`src/rtl/register_file_pkg.sv`:
```
// Shared types for the architectural register file with rename tags.
package register_file_pkg;

    // Default widths, mirroring the project-wide REG_WIDTH / ROB_WIDTH values.
    localparam int DEF_REG_WIDTH = 5;
    localparam int DEF_ROB_WIDTH = 3;

    // Where an operand lookup takes its answer from, in decreasing priority.
    typedef enum logic [2:0] {
        SRC_ZERO   = 3'd0,  // x0 hard-wired to zero
        SRC_REG    = 3'd1,  // no in-flight owner: architectural value
        SRC_BYPASS = 3'd2,  // owner is committing this very cycle
        SRC_ROB    = 3'd3,  // owner has finished, value sits in the ROB
        SRC_WAIT   = 3'd4   // owner still executing: hand out its tag
    } lookup_src_t;

endpackage

```
`src/rtl/register_file.sv`:
```
// Architectural register file with per-register rename tags.
// Takes the ROB commit stream, tracks which in-flight ROB entry owns each
// register, and answers the decoder's two operand lookups combinationally
// with either a value or a dependency tag.
module register_file
    import register_file_pkg::*;
#(
    parameter int REG_WIDTH = DEF_REG_WIDTH,
    parameter int ROB_WIDTH = DEF_ROB_WIDTH
) (
    input  logic                 clk_in,
    input  logic                 rst_in,
    input  logic                 rdy_in,
    input  logic                 flush,

    // decoder operand lookup
    input  logic [REG_WIDTH-1:0] dec_rs1,
    input  logic [REG_WIDTH-1:0] dec_rs2,
    output logic [31:0]          dec_val_j,
    output logic [31:0]          dec_val_k,
    output logic                 dec_has_dep_j,
    output logic                 dec_has_dep_k,
    output logic [ROB_WIDTH-1:0] dec_dep_j,
    output logic [ROB_WIDTH-1:0] dec_dep_k,

    // decoder rename
    input  logic                 dec_rdy,
    input  logic [REG_WIDTH-1:0] dec_rd,
    input  logic [ROB_WIDTH-1:0] dec_rob_id,

    // ROB commit stream
    input  logic [REG_WIDTH-1:0] commit_reg_id,
    input  logic [31:0]          commit_data,
    input  logic [ROB_WIDTH-1:0] commit_rob_id,

    // ROB register query
    output logic [ROB_WIDTH-1:0] rob_id_j,
    output logic [ROB_WIDTH-1:0] rob_id_k,
    input  logic                 rob_ready_j,
    input  logic                 rob_ready_k,
    input  logic [31:0]          rob_data_j,
    input  logic [31:0]          rob_data_k
);

    localparam int NUM_REGS = 1 << REG_WIDTH;

    logic [31:0]          regs [NUM_REGS];
    logic [NUM_REGS-1:0]  busy;
    logic [ROB_WIDTH-1:0] tag  [NUM_REGS];

    logic        update_en;
    logic        commit_en;
    logic        rename_en;
    lookup_src_t src_j;
    lookup_src_t src_k;

    // Decide where one operand's answer comes from. Flush suppresses the
    // commit bypass because the ROB head is wrong-path during that cycle.
    function automatic lookup_src_t operand_lookup(
        input logic [REG_WIDTH-1:0] rs,
        input logic                 rs_busy,
        input logic [ROB_WIDTH-1:0] rs_tag,
        input logic                 rob_ready,
        input logic [REG_WIDTH-1:0] c_reg,
        input logic [ROB_WIDTH-1:0] c_rob,
        input logic                 c_flush
    );
        if (rs == '0)
            return SRC_ZERO;
        else if (!rs_busy)
            return SRC_REG;
        else if (!c_flush && (c_reg == rs) && (c_rob == rs_tag))
            return SRC_BYPASS;
        else if (rob_ready)
            return SRC_ROB;
        else
            return SRC_WAIT;
    endfunction

    // Operand value for a given source; waiting operands read as zero.
    function automatic logic [31:0] operand_value(
        input lookup_src_t src,
        input logic [31:0] reg_val,
        input logic [31:0] bypass_val,
        input logic [31:0] rob_val
    );
        case (src)
            SRC_REG:    return reg_val;
            SRC_BYPASS: return bypass_val;
            SRC_ROB:    return rob_val;
            default:    return 32'd0;
        endcase
    endfunction

    assign update_en = rdy_in && !flush;
    assign commit_en = update_en && (commit_reg_id != '0);
    assign rename_en = update_en && dec_rdy && (dec_rd != '0);

    // The ROB is always asked about the current owner of each source.
    assign rob_id_j = tag[dec_rs1];
    assign rob_id_k = tag[dec_rs2];

    // Lookup source selection for both operands from pre-rename state.
    always_comb begin
        src_j = operand_lookup(dec_rs1, busy[dec_rs1], tag[dec_rs1], rob_ready_j,
                               commit_reg_id, commit_rob_id, flush);
        src_k = operand_lookup(dec_rs2, busy[dec_rs2], tag[dec_rs2], rob_ready_k,
                               commit_reg_id, commit_rob_id, flush);
    end

    // Operand j answer: value or dependency tag.
    always_comb begin
        dec_val_j     = operand_value(src_j, regs[dec_rs1], commit_data, rob_data_j);
        dec_has_dep_j = (src_j == SRC_WAIT);
        dec_dep_j     = tag[dec_rs1];
    end

    // Operand k answer: value or dependency tag.
    always_comb begin
        dec_val_k     = operand_value(src_k, regs[dec_rs2], commit_data, rob_data_k);
        dec_has_dep_k = (src_k == SRC_WAIT);
        dec_dep_k     = tag[dec_rs2];
    end

    // Architectural values: written by every non-x0 commit, even when a
    // newer owner exists, so the value is correct once that owner retires.
    always_ff @(posedge clk_in) begin
        if (rst_in) begin
            for (int r = 0; r < NUM_REGS; r++) begin
                regs[r] <= 32'd0;
            end
        end else if (commit_en) begin
            regs[commit_reg_id] <= commit_data;
        end
    end

    // Ownership tracking. The rename assignment follows the commit release
    // so that a same-cycle rename of the committing register keeps it busy.
    always_ff @(posedge clk_in) begin
        if (rst_in) begin
            busy <= '0;
            for (int r = 0; r < NUM_REGS; r++) begin
                tag[r] <= '0;
            end
        end else if (rdy_in && flush) begin
            busy <= '0;
        end else begin
            if (commit_en && busy[commit_reg_id] && (tag[commit_reg_id] == commit_rob_id)) begin
                busy[commit_reg_id] <= 1'b0;
            end
            if (rename_en) begin
                busy[dec_rd] <= 1'b1;
                tag[dec_rd]  <= dec_rob_id;
            end
        end
    end

endmodule

```
`config.mk`:
```
export PLATFORM = sky130hd
export DESIGN_NAME = register_file
export DESIGN_NICKNAME = d
export VERILOG_FILES = /design/src/rtl/register_file_pkg.sv /design/src/rtl/register_file.sv
export SDC_FILE = /design/constraint.sdc
export NUM_CORES = 2
export LEC_CHECK = 0
export ABC_AREA = 1
export CORE_AREA = 2 2 335 503
export DETAILED_ROUTE_END_ITERATION = 7
export DIE_AREA = 0 0 337 505
export SLEW_MARGIN = 20
export SYNTH_ARGS = -nofsm -noshare
export SYNTH_HDL_FRONTEND = slang
export SYNTH_SLANG_ARGS = --single-unit
```
`constraint.sdc`:
```
create_clock -name clk_in -period 5.22 [get_ports clk_in]
set_input_delay 0.783 -clock clk_in [delete_from_list [all_inputs] [get_ports clk_in]]
set_output_delay 0.783 -clock clk_in [all_outputs]
set_load 0.02 [all_outputs]
```
Word level (Yosys, flattened, before mapping)
Memory sizes are Yosys's and may differ from the RTL's.
Index checks and enable logic that the tools add are counted.

operators by class
  reduce and logical (&&, ||, !) cells = 21
  bitwise gates (word level) = 3
  multiplexer cells = 39
  order comparisons = 6
  eq/ne operators = 13

operators by type and width
  operator                                                                             number
  32-bit one-hot mux with 3 select lines                                               2
  32-bit 2-to-1 mux                                                                    5
  32-bit bitwise AND                                                                   1
  32-bit inverter                                                                      1
  32-bit OR                                                                            1
  32-bit OR reduction                                                                  1
  3-bit 2-to-1 mux                                                                     9
  5-bit by 6-bit < comparator with 1-bit output, second input constant                 4
  1-bit 2-to-1 mux                                                                     16
  1-bit binary-select mux with 5-bit select                                            3
  1-bit logical AND                                                                    13
  3-bit by 2-bit equality test with 1-bit output, second input constant                4
  1-bit demux with 5-bit select                                                        2
  5-bit equality test                                                                  2
  5-bit by 1-bit greater-or-equal comparator with 1-bit output, second input constant  2
  5-bit zero test                                                                      2
  5-bit 2-to-1 mux                                                                     2
  5-bit nonzero test                                                                   2
  3-bit equality test                                                                  3
  3-bit by 1-bit equality test with 1-bit output, second input constant                2
  3-bit equality test, second input constant                                           2
  3-bit OR reduction                                                                   1
  2-bit OR reduction                                                                   1
  1-bit zero test                                                                      1

storage, ports and cells
  output and inout bits = 78
  flip-flop bits (word level) = 32
  RAM bits = 1120
  memories = 2
  word-level logic and storage cells = 85

memory list
  memory  depth  bits a word  read ports  clocked after memory_dff  wr ports  RTL line             source
  regs    32     32           2           0                         32        register_file.sv:47  logic [31:0] regs [NUM_REGS];
  tag     32     3            3           0                         32        register_file.sv:49  logic [ROB_WIDTH-1:0] tag [NUM_REGS];

Logic depth before layout (Yosys ltp)
  word-level depth = 11
  depth in mapped cells = 18
  gate-level depth less buffers = 15

Worst setup path after synthesis
No wires, ideal clock.

  path type = input port to output port
  start point = input port dec_rs2[0]
  end point = output port dec_has_dep_k
  data required time = 4437 ps
  path slack = 2038 ps
  cell stages on the path = 14
  data arrival time = 2399 ps
  path through = buf_6 inv_4 buf_6 buf_6 o211ai_1 nand3_1 nand3_1 nand2_2 a21oi_4 nor2_8 nand2_4 buf_6 nand2_1 nor2_1

between the ends
  longest elaborated chain between the ends = 7
  elaborated cells on any way between the ends = 12
  classes of those cells = eq/ne (3); mux (5); reduce/logical (3); memory (1)

ends and longest elaborated chain
  what                                                      RTL line              source
  start, declared                                           register_file.sv:18   input logic [REG_WIDTH-1:0] dec_rs2,
  memory 32 x 3 bit or 5-bit equality test (tied branches)  -
  3-bit equality test or 1-bit logical AND (tied branches)  register_file.sv:72   else if (!c_flush && (c_reg == rs) && (c_rob == rs_tag))
  1-bit logical AND                                         register_file.sv:72
  3-bit 2-to-1 mux                                          register_file.sv:72
  3-bit 2-to-1 mux                                          register_file.sv:70   else if (!rs_busy)
  3-bit 2-to-1 mux (*)                                      register_file.sv:68   if (rs == '0)
  3-bit equality test (*)                                   register_file.sv:121  dec_has_dep_k = (src_k == SRC_WAIT);
  end, declared                                             register_file.sv:22   output logic dec_has_dep_k,

Mark *: on every way between the ends. The rest lies on a longest branch, timed or not. The select of a mux whose other input is x is not followed.

Final worst setup path
  start point = input port dec_rs2[0]
  end point = output port dec_val_k[12]

between the ends
  longest elaborated chain between the ends = 8
  elaborated cells on any way between the ends = 16
  classes of those cells = eq/ne (5); mux (6); reduce/logical (3); memory (2)

ends and longest elaborated chain
  what                                                                                                              RTL line             source
  memory 32 x 3 bit or 5-bit equality test (tied branches)                                                          -
  3-bit equality test or 1-bit logical AND (tied branches)                                                          register_file.sv:72
  1-bit logical AND                                                                                                 register_file.sv:72
  3-bit 2-to-1 mux                                                                                                  register_file.sv:72
  3-bit 2-to-1 mux                                                                                                  register_file.sv:70
  3-bit 2-to-1 mux                                                                                                  register_file.sv:68
  3-bit by 2-bit equality test with 1-bit output or 3-bit by 1-bit equality test with 1-bit output (tied branches)  register_file.sv:87  case (src)
  32-bit one-hot mux with 3 select lines (*)                                                                        register_file.sv:87
  end, declared                                                                                                     register_file.sv:20  output logic [31:0] dec_val_k,

Marks and branches as above.

==> impl_results.md <==
- Status: finished clean
- # rows: 183
- Worst slew margin: 0.232
- GP Congestion: 0.948
- CP max FO: 68
- Net Sw Frac: 0.300
- Fill cells: 16.1k
- Synthesized cell area: 66000 um^2
- Crit Path Category: in -> out
- Commonest non-fill, non-tap cells in the layout: nand2_1, nor2_1, edfxtp_1, a21oi_1, nand3_1
- Main combinational cell family by area after synthesis: simple AND/OR/NAND/NOR gates
- Yosys warns: 0
- Power Dens Cells: 312 nW/um^2
- Syn Inst Count: around 8.2k
- Largest net degree at the start of global routing: 139
- FF-to-FF path depth: 15
- Max-cap violations: 0
- H-tree depth: 3
- Initial Util: 0.399
- Critical Path RT: 4.44 ns
- Post-CTS setup buffer count: 0
- RR Endpoint: busy[25]
- Hold_ws: 0.471 ns
- Synthesized area per cell: 8.00 um^2
- Post_cts resized: 0
- Area grow syn2layout: 12.1%
- Final clock skew: 0.0300 ns
- Switching pwr: around 0.0069 W
- WP data arrival: between 4 and 5 ns
- Synth Area in XOR/XNOR: 0.000265
- Hold depth: 2
- Hold EP: busy[8]
- HPWL after DPL: 175000 um
- Reg2reg setup slack: 2.89 ns
- Final setup violation count: 0
- Commonest non-fill, non-tap cell in the layout: nand2_1
- Setup_tns: 0 ns
- Pins Over Slew Limit: 0
- Compound-Gate Fraction of Synth Area: 0.154
- # hold bufs at CTS: 0
- Critical Path End Type: primary output
- First-pass GRT wire length: 417000 um
- Internal: about 0.016 W
- Reg-to-Reg Start: tag[12][2]
- Post-route ant nets: 0
- Asr flop ratio synth: 0
- Core Area: 166000 um^2
- Clk buf depth: 3
- Initial DRC count: 9716
- FMAX: slightly above 0.2 GHz
- Seq cells post-synth: 1152
- Pre-CTS setup slack: approximately 0.48 ns
- Die H: 505 um
- Worst slew pin tran: 1.15 ns
- Via count: 64.7k
- Lkg Pwr: 28.5 nW
- First drt pass iteration count: 7
- Total wire length: around 290000 um
- Area of the multi-input gates: 27000 um^2
- Fin util: 0.447
- Worst setup margin: between 0.3 and 0.4 ns
- Register area: 34300 um^2
- Adder-Cell Fraction of Synth Area: 0
- RSZ-0062 raised after global routing: no
- Final worst path period need: around 4.9 ns
- Seq/Total Area, Yosys: 0.519
- Gate power share: 0.168
- Hold crit path type: reg -> reg
- Final critical-path share of the clock period: 0.931
- Clock power frac: 0.361
- CTS tree: done
- Post-synthesis mux area share: 0
- Vias in the first global route: 61.2k
- EDFF count, synth: 1120
- Synth Area in Simple Gates: 0.250
- Number of port buffers: 206
- NumNets Final: 8206
- Die Footprint: 170000 um^2
- Total congestion overflow: 0
- Initial antenna violation count: 10
- Worst hold start: busy[8]
- Root buf cell: clkbuf_16
- DRC violations left: 0
- Post-DR wirelength/cell: 28.3 um
- Cell variety after synth: a little over 50
- Die W: around 340 um
- Cts bufs inserted: 115
- TritonCTS Sinks: approximately 1.2k
- Avg Vias per Cell: 6.22
- Clk_lat worst skew: around 0.8 ns
- I/O pin count: a little over 200
- Hold Fails Final Rpt: 0
- GRT Total Usage: 0.337
- Fraction of power consumed by sequential logic: 0.470
- Clock-pin slew on the worst setup and hold paths: about 0.060 ns
- Ys flop type: edfxtp_1
- Startpoint types: primary input
- Peak VDD IR: 0.265 mV
- Fraction of layout cells with a size suffix above 1: 0.0673
-- worst max-delay path: stages --
cell             delay, ns
buf_8                 0.29
buf_12                0.35
buf_12                0.28
nand2_1               0.08
nand2_1               0.06
a21oi_1               0.05
o311ai_1              0.46
nand3_1               0.41
nand2_1               0.16
nand3_1               0.25
nand3_1               0.18
clkdlybuf4s50_1       0.62
-- cell families after synthesis --
group,after synthesis
buffers and inverters,1177
DFF,1152
and+or+nand+nor,4062
other,1
xor gates and xnor gates,2
AOI/OAI and AO/OA,1853
-- worst max-delay path by stage --
stage,to,cells after the start,slack (ns),from
2_1_floorplan,dec_has_dep_k,14,2.04,dec_rs2[0]
3_3_place_gp,dec_val_k[11],12,0.52,dec_rs2[0]
3_5_place_dp,dec_val_k[11],12,0.48,dec_rs2[0]
4_1_cts,dec_val_k[11],12,0.48,dec_rs2[0]
5_1_grt,dec_val_k[12],12,0.19,dec_rs2[0]
6_report,dec_val_k[12],12,0.36,dec_rs2[0]
-- layout make-up --
| cell class | count | share of cell area |
|---|---|---|
| Sequential cell | 1152 | 0.463 |
| Multi-Input combinational cell | 5952 | 0.365 |
| Timing Repair Buffer | 445 | 0.0631 |
| Clock buffer | 133 | 0.0398 |
| Tap cell | 2220 | 0.0375 |
| Inverter | 411 | 0.0215 |
| Clock inverter | 84 | 0.00958 |
| Antenna cell | 5 | 0.000169 |
-- sequential cells by signal (all words and copies together) (netlist names) --
register  count
busy         32
tag          96
regs       1024
-- layer usage --
| metal | part of all wire | vias to the layer above | global-route usage |
|---|---|---|---|
| li1 | - | 27700 | - |
| met1 | 0.34 | 30800 | 0.406 |
| met2 | 0.44 | 4920 | 0.521 |
| met3 | 0.13 | 1268 | 0.0854 |
| met4 | 0.083 | 4 | 0.242 |
| met5 | 0.00085 | - | 0.00978 |
-- synth_stat cells (45+ instances only) --
library cell / instances / area, um^2
inv_1: 396 / 1490
nand3_1: 741 / 3710
a31oi_1: 58 / 363
clkbuf_1: 380 / 1430
buf_2: 278 / 1390
nor2_1: 1389 / 5210
edfxtp_1: 1120 / 33600
o21ai_0: 595 / 2980
nand4_1: 73 / 457
a21oi_1: 926 / 4630
o211ai_1: 45 / 338
nand2_1: 1815 / 6810
buf_1: 53 / 199
-- power groups by stage --
stage	clock network [W]	logic (W)	registers (W)
2_1_floorplan	0	0.00212	0.0110
3_3_place_gp	0	0.00370	0.0110
3_5_place_dp	0	0.00373	0.0111
4_1_cts	0.00836	0.00375	0.0109
5_1_grt	0.00870	0.00408	0.0109
6_report	0.00835	0.00388	0.0109
-- stage by stage --
step           total power, W  std cells  area, um^2
2_1_floorplan          0.0131       8281       66100
3_3_place_gp           0.0147      10200       70400
3_5_place_dp           0.0148      10200       70400
4_1_cts                0.0230      10400       74000
5_1_grt                0.0237      10400       74000
6_report               0.0231      10400       74000
(Power assumes the default switching activity.)
